==> config.mk <==
export PLATFORM = sky130hd
export DESIGN_NAME = reflet_mem_access
export DESIGN_NICKNAME = d
export VERILOG_FILES = /design/src/rtl/reflet_mem_access.sv
export SDC_FILE = /design/constraint.sdc
export NUM_CORES = 1
export LEC_CHECK = 0
export CORE_ASPECT_RATIO = 0.9
export CORE_MARGIN = 10
export CORE_UTILIZATION = 40
export CTS_BUF_LIST = sky130_fd_sc_hd__clkbuf_4 sky130_fd_sc_hd__clkbuf_8
export DETAILED_ROUTE_END_ITERATION = 6
export PLACE_DENSITY = 0.71
export SYNTH_ARGS = -nofsm -noshare
export SYNTH_HDL_FRONTEND = slang
export SYNTH_SLANG_ARGS = --single-unit
==> constraint.sdc <==
create_clock -name clk -period 2 [get_ports clk]
set_clock_uncertainty 0.15 [all_clocks]
set_input_delay 0.4 -clock clk [delete_from_list [all_inputs] [get_ports clk]]
set_output_delay 0.4 -clock clk [all_outputs]
set_load 0.1 [all_outputs]
==> src/rtl/reflet_mem_access.sv <==
// Load/store unit between the Reflet core and a synchronous single-port RAM.
// Word-crossing accesses are split into two word operations; partial stores use read-modify-write.
module reflet_mem_access #(
  parameter int wordsize         = 16,
  parameter int read_latency     = 1,
  parameter int allow_misaligned = 1
) (
  input  logic                           clk,
  input  logic                           reset,
  input  logic                           enable,
  input  logic                           req_valid,
  output logic                           req_ready,
  input  logic                           req_write,
  input  logic [$clog2(wordsize/8):0]    req_size,
  input  logic [wordsize-1:0]            req_addr,
  input  logic [wordsize-1:0]            req_wdata,
  output logic                           rsp_valid,
  output logic [wordsize-1:0]            rsp_rdata,
  output logic                           rsp_error,
  output logic [wordsize-1:0]            ram_addr,
  output logic [wordsize-1:0]            ram_data_out,
  input  logic [wordsize-1:0]            ram_data_in,
  output logic                           ram_write_en
);
  localparam int WB     = wordsize / 8;
  localparam int LOG_WB = $clog2(WB);
  localparam int SW     = LOG_WB + 1;
  localparam int CW     = $clog2(read_latency + 1);

  localparam logic [wordsize-1:0] OFF_MASK = wordsize'(WB - 1);
  localparam logic [wordsize-1:0] WB_A     = wordsize'(WB);
  localparam logic [wordsize-1:0] ONE_A    = wordsize'(1);
  localparam logic [wordsize:0]   WB_W     = (wordsize + 1)'(WB);
  localparam logic [wordsize:0]   ONE_W    = (wordsize + 1)'(1);
  localparam logic [2*WB-1:0]     ONE_B    = (2 * WB)'(1);
  localparam logic [SW-1:0]       MAX_SIZE = SW'(LOG_WB);
  localparam logic [CW-1:0]       CNT_LAST = CW'(read_latency);

  typedef enum logic [2:0] {IDLE, RD_LO, WR_LO, RD_HI, WR_HI, RESP, ERR} state_t;

  state_t               state_reg, state_next;
  logic [CW-1:0]        cnt_reg, cnt_next;
  logic                 write_reg;
  logic [SW-1:0]        size_reg;
  logic [wordsize-1:0]  addr_reg, wdata_reg, lo_reg, hi_reg;
  logic                 capture_lo, capture_hi;

  // Decode of the incoming request, used only on the acceptance edge
  logic [wordsize:0]    off_in, nb_in;
  logic                 err_in, full_in;
  assign off_in  = {1'b0, req_addr & OFF_MASK};
  assign nb_in   = ONE_W << req_size;
  assign err_in  = (req_size > MAX_SIZE) ||
                   ((allow_misaligned == 0) && ((({1'b0, req_addr}) & (nb_in - ONE_W)) != '0));
  assign full_in = (off_in == '0) && (nb_in == WB_W);

  // Decode of the latched request
  logic [wordsize:0]     off_r, nb_r;
  logic                  split_r;
  logic [wordsize-1:0]   base_r, base_hi;
  logic [2*wordsize-1:0] wsh;
  logic [2*WB-1:0]       bmask;
  logic [wordsize-1:0]   rshift, dmask, rdata_w, merged_lo, merged_hi;

  assign off_r   = {1'b0, addr_reg & OFF_MASK};
  assign nb_r    = ONE_W << size_reg;
  assign split_r = (off_r + nb_r) > WB_W;
  assign base_r  = addr_reg & ~OFF_MASK;
  assign base_hi = base_r + WB_A;
  assign wsh     = {{wordsize{1'b0}}, wdata_reg} << {off_r, 3'b000};
  assign bmask   = ((ONE_B << nb_r) - ONE_B) << off_r;
  assign rshift  = wordsize'({hi_reg, lo_reg} >> {off_r, 3'b000});
  // A full-word mask comes out as all ones through the wrap of 0 - 1
  assign dmask   = (ONE_A << {nb_r, 3'b000}) - ONE_A;
  assign rdata_w = rshift & dmask;

  genvar gi;
  generate
    for (gi = 0; gi < WB; gi++) begin : g_merge
      assign merged_lo[8*gi +: 8] = bmask[gi]      ? wsh[8*gi +: 8]            : lo_reg[8*gi +: 8];
      assign merged_hi[8*gi +: 8] = bmask[WB + gi] ? wsh[wordsize + 8*gi +: 8] : hi_reg[8*gi +: 8];
    end
  endgenerate

  always_comb begin
    state_next   = state_reg;
    cnt_next     = cnt_reg;
    req_ready    = 1'b0;
    rsp_valid    = 1'b0;
    rsp_error    = 1'b0;
    rsp_rdata    = '0;
    ram_addr     = '0;
    ram_data_out = '0;
    ram_write_en = 1'b0;
    capture_lo   = 1'b0;
    capture_hi   = 1'b0;
    case (state_reg)
      IDLE: begin
        req_ready = 1'b1;
        cnt_next  = '0;
        if (req_valid) begin
          if (err_in)                    state_next = ERR;
          else if (req_write && full_in) state_next = WR_LO;
          else                           state_next = RD_LO;
        end
      end
      RD_LO: begin
        ram_addr = base_r;
        if (cnt_reg == CNT_LAST) begin
          cnt_next   = '0;
          capture_lo = 1'b1;
          state_next = write_reg ? WR_LO : (split_r ? RD_HI : RESP);
        end else begin
          cnt_next = cnt_reg + 1'b1;
        end
      end
      WR_LO: begin
        ram_addr     = base_r;
        ram_data_out = merged_lo;
        ram_write_en = enable;
        state_next   = split_r ? RD_HI : RESP;
      end
      RD_HI: begin
        ram_addr = base_hi;
        if (cnt_reg == CNT_LAST) begin
          cnt_next   = '0;
          capture_hi = 1'b1;
          state_next = write_reg ? WR_HI : RESP;
        end else begin
          cnt_next = cnt_reg + 1'b1;
        end
      end
      WR_HI: begin
        ram_addr     = base_hi;
        ram_data_out = merged_hi;
        ram_write_en = enable;
        state_next   = RESP;
      end
      RESP: begin
        rsp_valid  = 1'b1;
        rsp_rdata  = write_reg ? '0 : rdata_w;
        state_next = IDLE;
      end
      ERR: begin
        rsp_valid  = 1'b1;
        rsp_error  = 1'b1;
        state_next = IDLE;
      end
      default: state_next = IDLE;
    endcase
  end

  always_ff @(posedge clk) begin
    if (reset) begin
      state_reg <= IDLE;
      cnt_reg   <= '0;
      write_reg <= 1'b0;
      size_reg  <= '0;
      addr_reg  <= '0;
      wdata_reg <= '0;
      lo_reg    <= '0;
      hi_reg    <= '0;
    end else if (enable) begin
      state_reg <= state_next;
      cnt_reg   <= cnt_next;
      if (state_reg == IDLE && req_valid) begin
        write_reg <= req_write;
        size_reg  <= req_size;
        addr_reg  <= req_addr;
        wdata_reg <= req_wdata;
      end
      if (capture_lo) lo_reg <= ram_data_in;
      if (capture_hi) hi_reg <= ram_data_in;
    end
  end
endmodule

==> results.md <==
- Outcome: finished with violations
- Violated checks: negative setup slack
- Core ar.: roughly 0.0096 mm2
- First-pass GRT wire length: approximately 24000 um
- Final core area utilization: between 70% and 80%
- Total of max-cap violations: 0
- VDD IR max: approximately 0.46 mV
- Layout overhead on the synthesized area: 79.8%
- Nets: slightly above 700
- P per Cell Area: between 500 and 600 mW/mm2
- Synth area leaders: dfxtp_1 (36%), mux2i_1 (13%), nand2_1 (12%)
- #FFs+latches synth: 71
- YS warnings: 0
- # clock sinks: 71
- Number of flops mapped to enable cells by yosys: 0
- Final WS setup: -0.552 ns
- Iter 0 DRT Violations: around 390
- Ant. Diodes: 0
- Top_reg_cell synth: dfxtp_1
- Power share of the clock group: 26.7%
- Worst EP arrival: 2.00 ns
- Full die area: 0.0142 mm2
- Maximum number of pins on one net before global-route repair: 41
- Remaining DRCs: 0
- I/O pin count: roughly 110
- Die height: approximately 110 um
- Via Count: approximately 4500
- Commonest cells in the netlist: nand2_1 (122), dfxtp_1 (71), a21oi_1 (66)
- Worst Setup End Kind: output pin
- Tot Pwr: between 4000 and 5000 uW
- Seq/Total Area, Yosys: 36.2%
- Synth unique cells: 50
- Setup crit start kind: register
- RSZ-0062 raised after global routing: yes
- Cell Int Power: 2600 uW
- Dominant cell by count in the synthesized netlist: nand2_1
- Sequential power share: 37.9%
- Hold WS: about 0.29 ns
- Avg WL per Cell: slightly below 20 um
- Leakage power: 0.00262 uW
- Fmax: between 0.3 and 0.4 GHz
- GRT Util Overall: ~20%
- Ys async rst share: 0%
- Clk Latency, worst-skew pair: 0.34 ns
- H-tree levels: 3
- Grt ovf: 0
- Final hold vios: 0
- Max clock buf depth: 2
- Area of the multi-input gates: a little under 0.003 mm2
- Switching share of power: ~36%
- Number of fill cells: slightly below 700
- Root buffer cell: clkbuf_8
- Sequential cell area: 0.00145 mm2
- Crit Path Max Fanout: 8
- Antenna viol nets, final: 0
- Hold Crit Class: input pin to register
- Crit path required time: 1.45 ns
- Initial Utilization: about two fifths
- Antenna violations before repair: 0
- Crit path time final: approximately 2.6 ns
- Comb pwr share: a little over a third
- Synth Cell Area: about 0.0039 mm2
- Die Wd: ~120 um
- Drt pass-1 iters: 5
- Share of layout cells above drive strength 1: about 36%
- Number of global-route vias before repair: 4515
- Syn avg cell area: approximately 7.6 um2
- Row cnt: 34
- CTS tree: built
- Via density: around 5.6
- Worst-path clk slew: ~0.080 ns
- Synth area leader: dfxtp_1
- Synth Instances: between 500 and 600
- Final setup violation count: 50
- Post-synth top area share: roughly 36%
- Mapped Nets: roughly 580
- Final Max Tran Viols: 0
- Psw: approximately 1500 uW
- Dpl hpwl: 11200 um
- Routed WL: about 15000 um
- PortBufs: about 110
- Crit share post-route: 128%
- WS Path Type: register to output pin
- Num CTS Buffers: 9
- Gpl congestion: 0.897
- Hold buffer count at CTS: 0
-- final cells by class --
| type | instances | area share [%] |
|---|---|---|
| multi-input cells | 401 | 42.0 |
| repair buffers | 182 | 32.4 |
| flip-flops and latches | 71 | 20.5 |
| well taps | 126 | 2.23 |
| clock buffers | 11 | 2.05 |
| clock inverters | 5 | 0.566 |
| inverters | 3 | 0.195 |
-- worst max-delay path: stages (launching register included) --
cell and delay [ns]:
dfxtp_4 0.38, inv_4 0.04, or4b_4 0.54, or2_4 0.36, nor2_4 0.16, buf_12 0.18
-- logic make-up (layout without fill, tap and decap cells) --
logic type / count (synthesis) / after routing / synth area share (%)
and+or+nand+nor: 214 / 214 / 24.4
adders and majority gates: 3 / 3 / 0.955
muxes: 51 / 51 / 13.0
DFF: 71 / 71 / 36.2
AOI/OAI and AO/OA: 129 / 129 / 19.6
other: 1 / 1 / 0.0954
xor gates and xnor gates: 3 / 3 / 0.669
buffers and inverters: 46 / 201 / 5.13
-- path summary, 6_finish.rpt --
path,start,to,slack [ns],cells past startpoint
worst min register to register,lo_reg[4],lo_reg[4],0.33,2
worst max register to register,size_reg[0],state_reg[2],-0.02,8
worst max-delay path,state_reg[2],rsp_rdata[8],-0.55,5
worst min-delay path,reset,hi_reg[8],0.29,2
-- stage by stage --
| stage | TNS, ns | instance area (um2) | std cells | setup slack (ns) |
|---|---|---|---|---|
| 6_report | -20.29 | 7070 | 799 | -0.552 |
| 5_1_grt | -23.51 | 7070 | 799 | -0.621 |
| 4_1_cts | -20.78 | 6970 | 794 | -0.561 |
| 3_5_place_dp | -8.74 | 6560 | 774 | -0.240 |
| 3_3_place_gp | -7.72 | 6560 | 774 | -0.234 |
| 2_1_floorplan | -20.50 | 4540 | 518 | -0.491 |
-- placed cells by master, fill, tap and decap left out, types with 3 or more instances in the layout --
cell type and instances:
a21oi_1 63, a22o_4 11, a22oi_1 8, a31oi_1 3
and2_1 3, buf_12 60, buf_4 61, buf_6 5
clkbuf_8 10, clkdlybuf4s50_1 53, dfxtp_1 57, dfxtp_2 11
dfxtp_4 3, mux2i_1 48, mux2i_4 3, nand2_1 118
nand2_4 3, nand2b_1 3, nand3_1 7, nand3b_1 3
nor2_1 22, nor2_4 19, nor3_1 3, nor4_1 3
o211ai_1 3, o21ai_0 10, o21ai_1 3, o22ai_4 9
-- per-layer routing --
layer	vias to the layer above	GRT usage (%)	routed length, um
met5	-	0	0
met4	0	4.97	220
met3	27	4.82	963
met2	181	34.1	7530
met1	2134	26.1	6660
li1	2110	-	-
-- power groups by stage --
stage	sequential (uW)	clock, uW	combinational [uW]
2_1_floorplan	1550	0	818
3_3_place_gp	1560	0	1270
3_5_place_dp	1560	0	1290
4_1_cts	1530	1090	1370
5_1_grt	1550	1160	1510
6_report	1540	1080	1440
-- what timing repair did --
action                                  in CTS  in global routing
buffers inserted                             6                  6
resized for setup                           51                 18
pin swaps                                   18                 17
gates cloned                                 1                  0
endpoints found under the setup margin      52                 52
Note: power is estimated with default switching activity, not from simulation.
==> RTL edit: new RTL, config.mk and constraints unchanged <==
The 7 states of `state_t` get a one-hot encoding in 7 bits.
--- a/src/rtl/reflet_mem_access.sv
+++ b/src/rtl/reflet_mem_access.sv
@@ -36,7 +36,7 @@
   localparam logic [SW-1:0]       MAX_SIZE = SW'(LOG_WB);
   localparam logic [CW-1:0]       CNT_LAST = CW'(read_latency);
 
-  typedef enum logic [2:0] {IDLE, RD_LO, WR_LO, RD_HI, WR_HI, RESP, ERR} state_t;
+  typedef enum logic [6:0] {IDLE = 7'b0000001, RD_LO = 7'b0000010, WR_LO = 7'b0000100, RD_HI = 7'b0001000, WR_HI = 7'b0010000, RESP = 7'b0100000, ERR = 7'b1000000} state_t;
 
   state_t               state_reg, state_next;
   logic [CW-1:0]        cnt_reg, cnt_next;
Behaviour: same outputs for any inputs over 4 cycles, from zero or initial values and one cycle with reset high; so few cycles prove little.
==> RTL edit against the unedited design <==
The flow still finishes with violations (setup timing); critical path type unchanged; power is 10% lower; via count increased by 10%; final area is 9.8% higher; routed wire length is 15% higher; sequential power increased by 3%; count of clock-buffer cells in the layout grew 2; critical path depth rose by 2; first-iteration DRC count up 10%; combinational power is 43% lower; sequential cell count up 4; worst setup slack worse by 190 ps; area after synthesis rose by 3.4%; critical endpoint is now ram_addr[8].
==> RTL edit: results (changes against the unedited design) <==
outcome=finished, violations left; violated checks=setup timing; total track usage=21.6% (+1.1 points); nets@finish=791 (+9.0%); dpl cell area=6880 sq um (+4.9%); setup TNS=-54800 ps (-34510 ps); power density cells=469 nW/um^2 (-18%); Final Non-Filler Cells=863 (+8.0%); clk_buf instances=13 (+2); fin worst setup slack=-739 ps (-187 ps); # Post-CTS Setup Buffers=10 (+4); largest cells by area after synthesis=dfxtp_1, nand2_1, mux2i_1, a21oi_1, nor2_1; metal3 WL=1.19 mm (+23%); first-pass GRT wire length=25.7 mm (+7.3%); WP data arrival=2190 ps (+190 ps); fill count=594 (-12%); Worst Hold Class=flop to flop; # clock sinks=75 (+5.6%); DRT Pass-1 Iters=7 (+2); fraction of layout cells with a size suffix above 1=41.4% (+5.4 points); Syn Area/Cell=7.32 sq um (-3.5%); Syn Nets=613 (+6.4%); met2 wire length=9.03 mm (+20%); non-clk buf share=33.5% (+1.0 points); fraction of area in registers=19.5% (-0.98 points); static leakage=2.75 nW (+4.9%); final setup fails=110 (+120%); post-synthesis sequential area ratio=36.9% (+0.78 points); Non-CTS buffers=210 (+15%); synth cell count leaders=nand2_1, a21oi_1, dfxtp_1; wire length on met1=6.86 mm (+3.1%); largest net degree at the start of global routing=36 (-12%); dpl cells=827 (+6.8%); VDD IR max=416 uV (-9.7%); fraction of area in multi-input gates=42.1% (+0.068 points)
RTL edit: cell count changes after synthesis, moves of 11 or more:
cell | before | now
o21ai_0 | 15 | 36
nand2_1 | 122 | 141
a21oi_1 | 66 | 78
a22o_1 | 12 | 1
nor2_1 | 33 | 49
mux2i_1 | 51 | 40
RTL edit: report_power, final:
group / total, mW / switching [mW] / internal, mW
logic: 0.822 / 0.414 / 0.409
clock network: 1.23 / 0.565 / 0.665
registers: 1.59 / 0.0496 / 1.54
total: 3.64 / 1.03 / 2.61
RTL edit: cells by family after synthesis:
kind of cell,count (synthesis),synth area share [%]
AO/OA/AOI/OAI,143,19.3
XOR/XNOR,7,1.51
adder cells (fa/ha/maj),3,0.924
buffers and inverters,46,5.42
flip-flops,75,36.9
multiplexers,40,9.85
other,1,0.0923
AND/OR/NAND/NOR,240,26.0
RTL edit: layer usage:
metal / track usage [%] / vias up
met5: 0 / -
met1: 24.1 / 2381
met4: 8.49 / 0
li1: - / 2258
met2: 38.3 / 213
met3: 5.94 / 43
RTL edit: path summary, 6_finish.rpt:
check	startpoint	endpoint	slack, ps	cells past startpoint
min	hi_reg[8]$_SDFFE_PP0P_	hi_reg[8]$_SDFFE_PP0P_	310	2
min reg2reg	hi_reg[8]$_SDFFE_PP0P_	hi_reg[8]$_SDFFE_PP0P_	310	2
max reg2reg	state_reg[4]$_SDFFE_PP0P_	state_reg[2]$_SDFFE_PP0P_	-520	9
max	state_reg[4]$_SDFFE_PP0P_	ram_addr[8]	-740	7
RTL edit: worst max-delay path: stages (launching register included):
cell and delay, ps:
dfxtp_2 320, or3_4 380, or3_4 370, nor2_4 190
clkbuf_16 220, o21ai_4 70, o31ai_4 70, buf_12 210
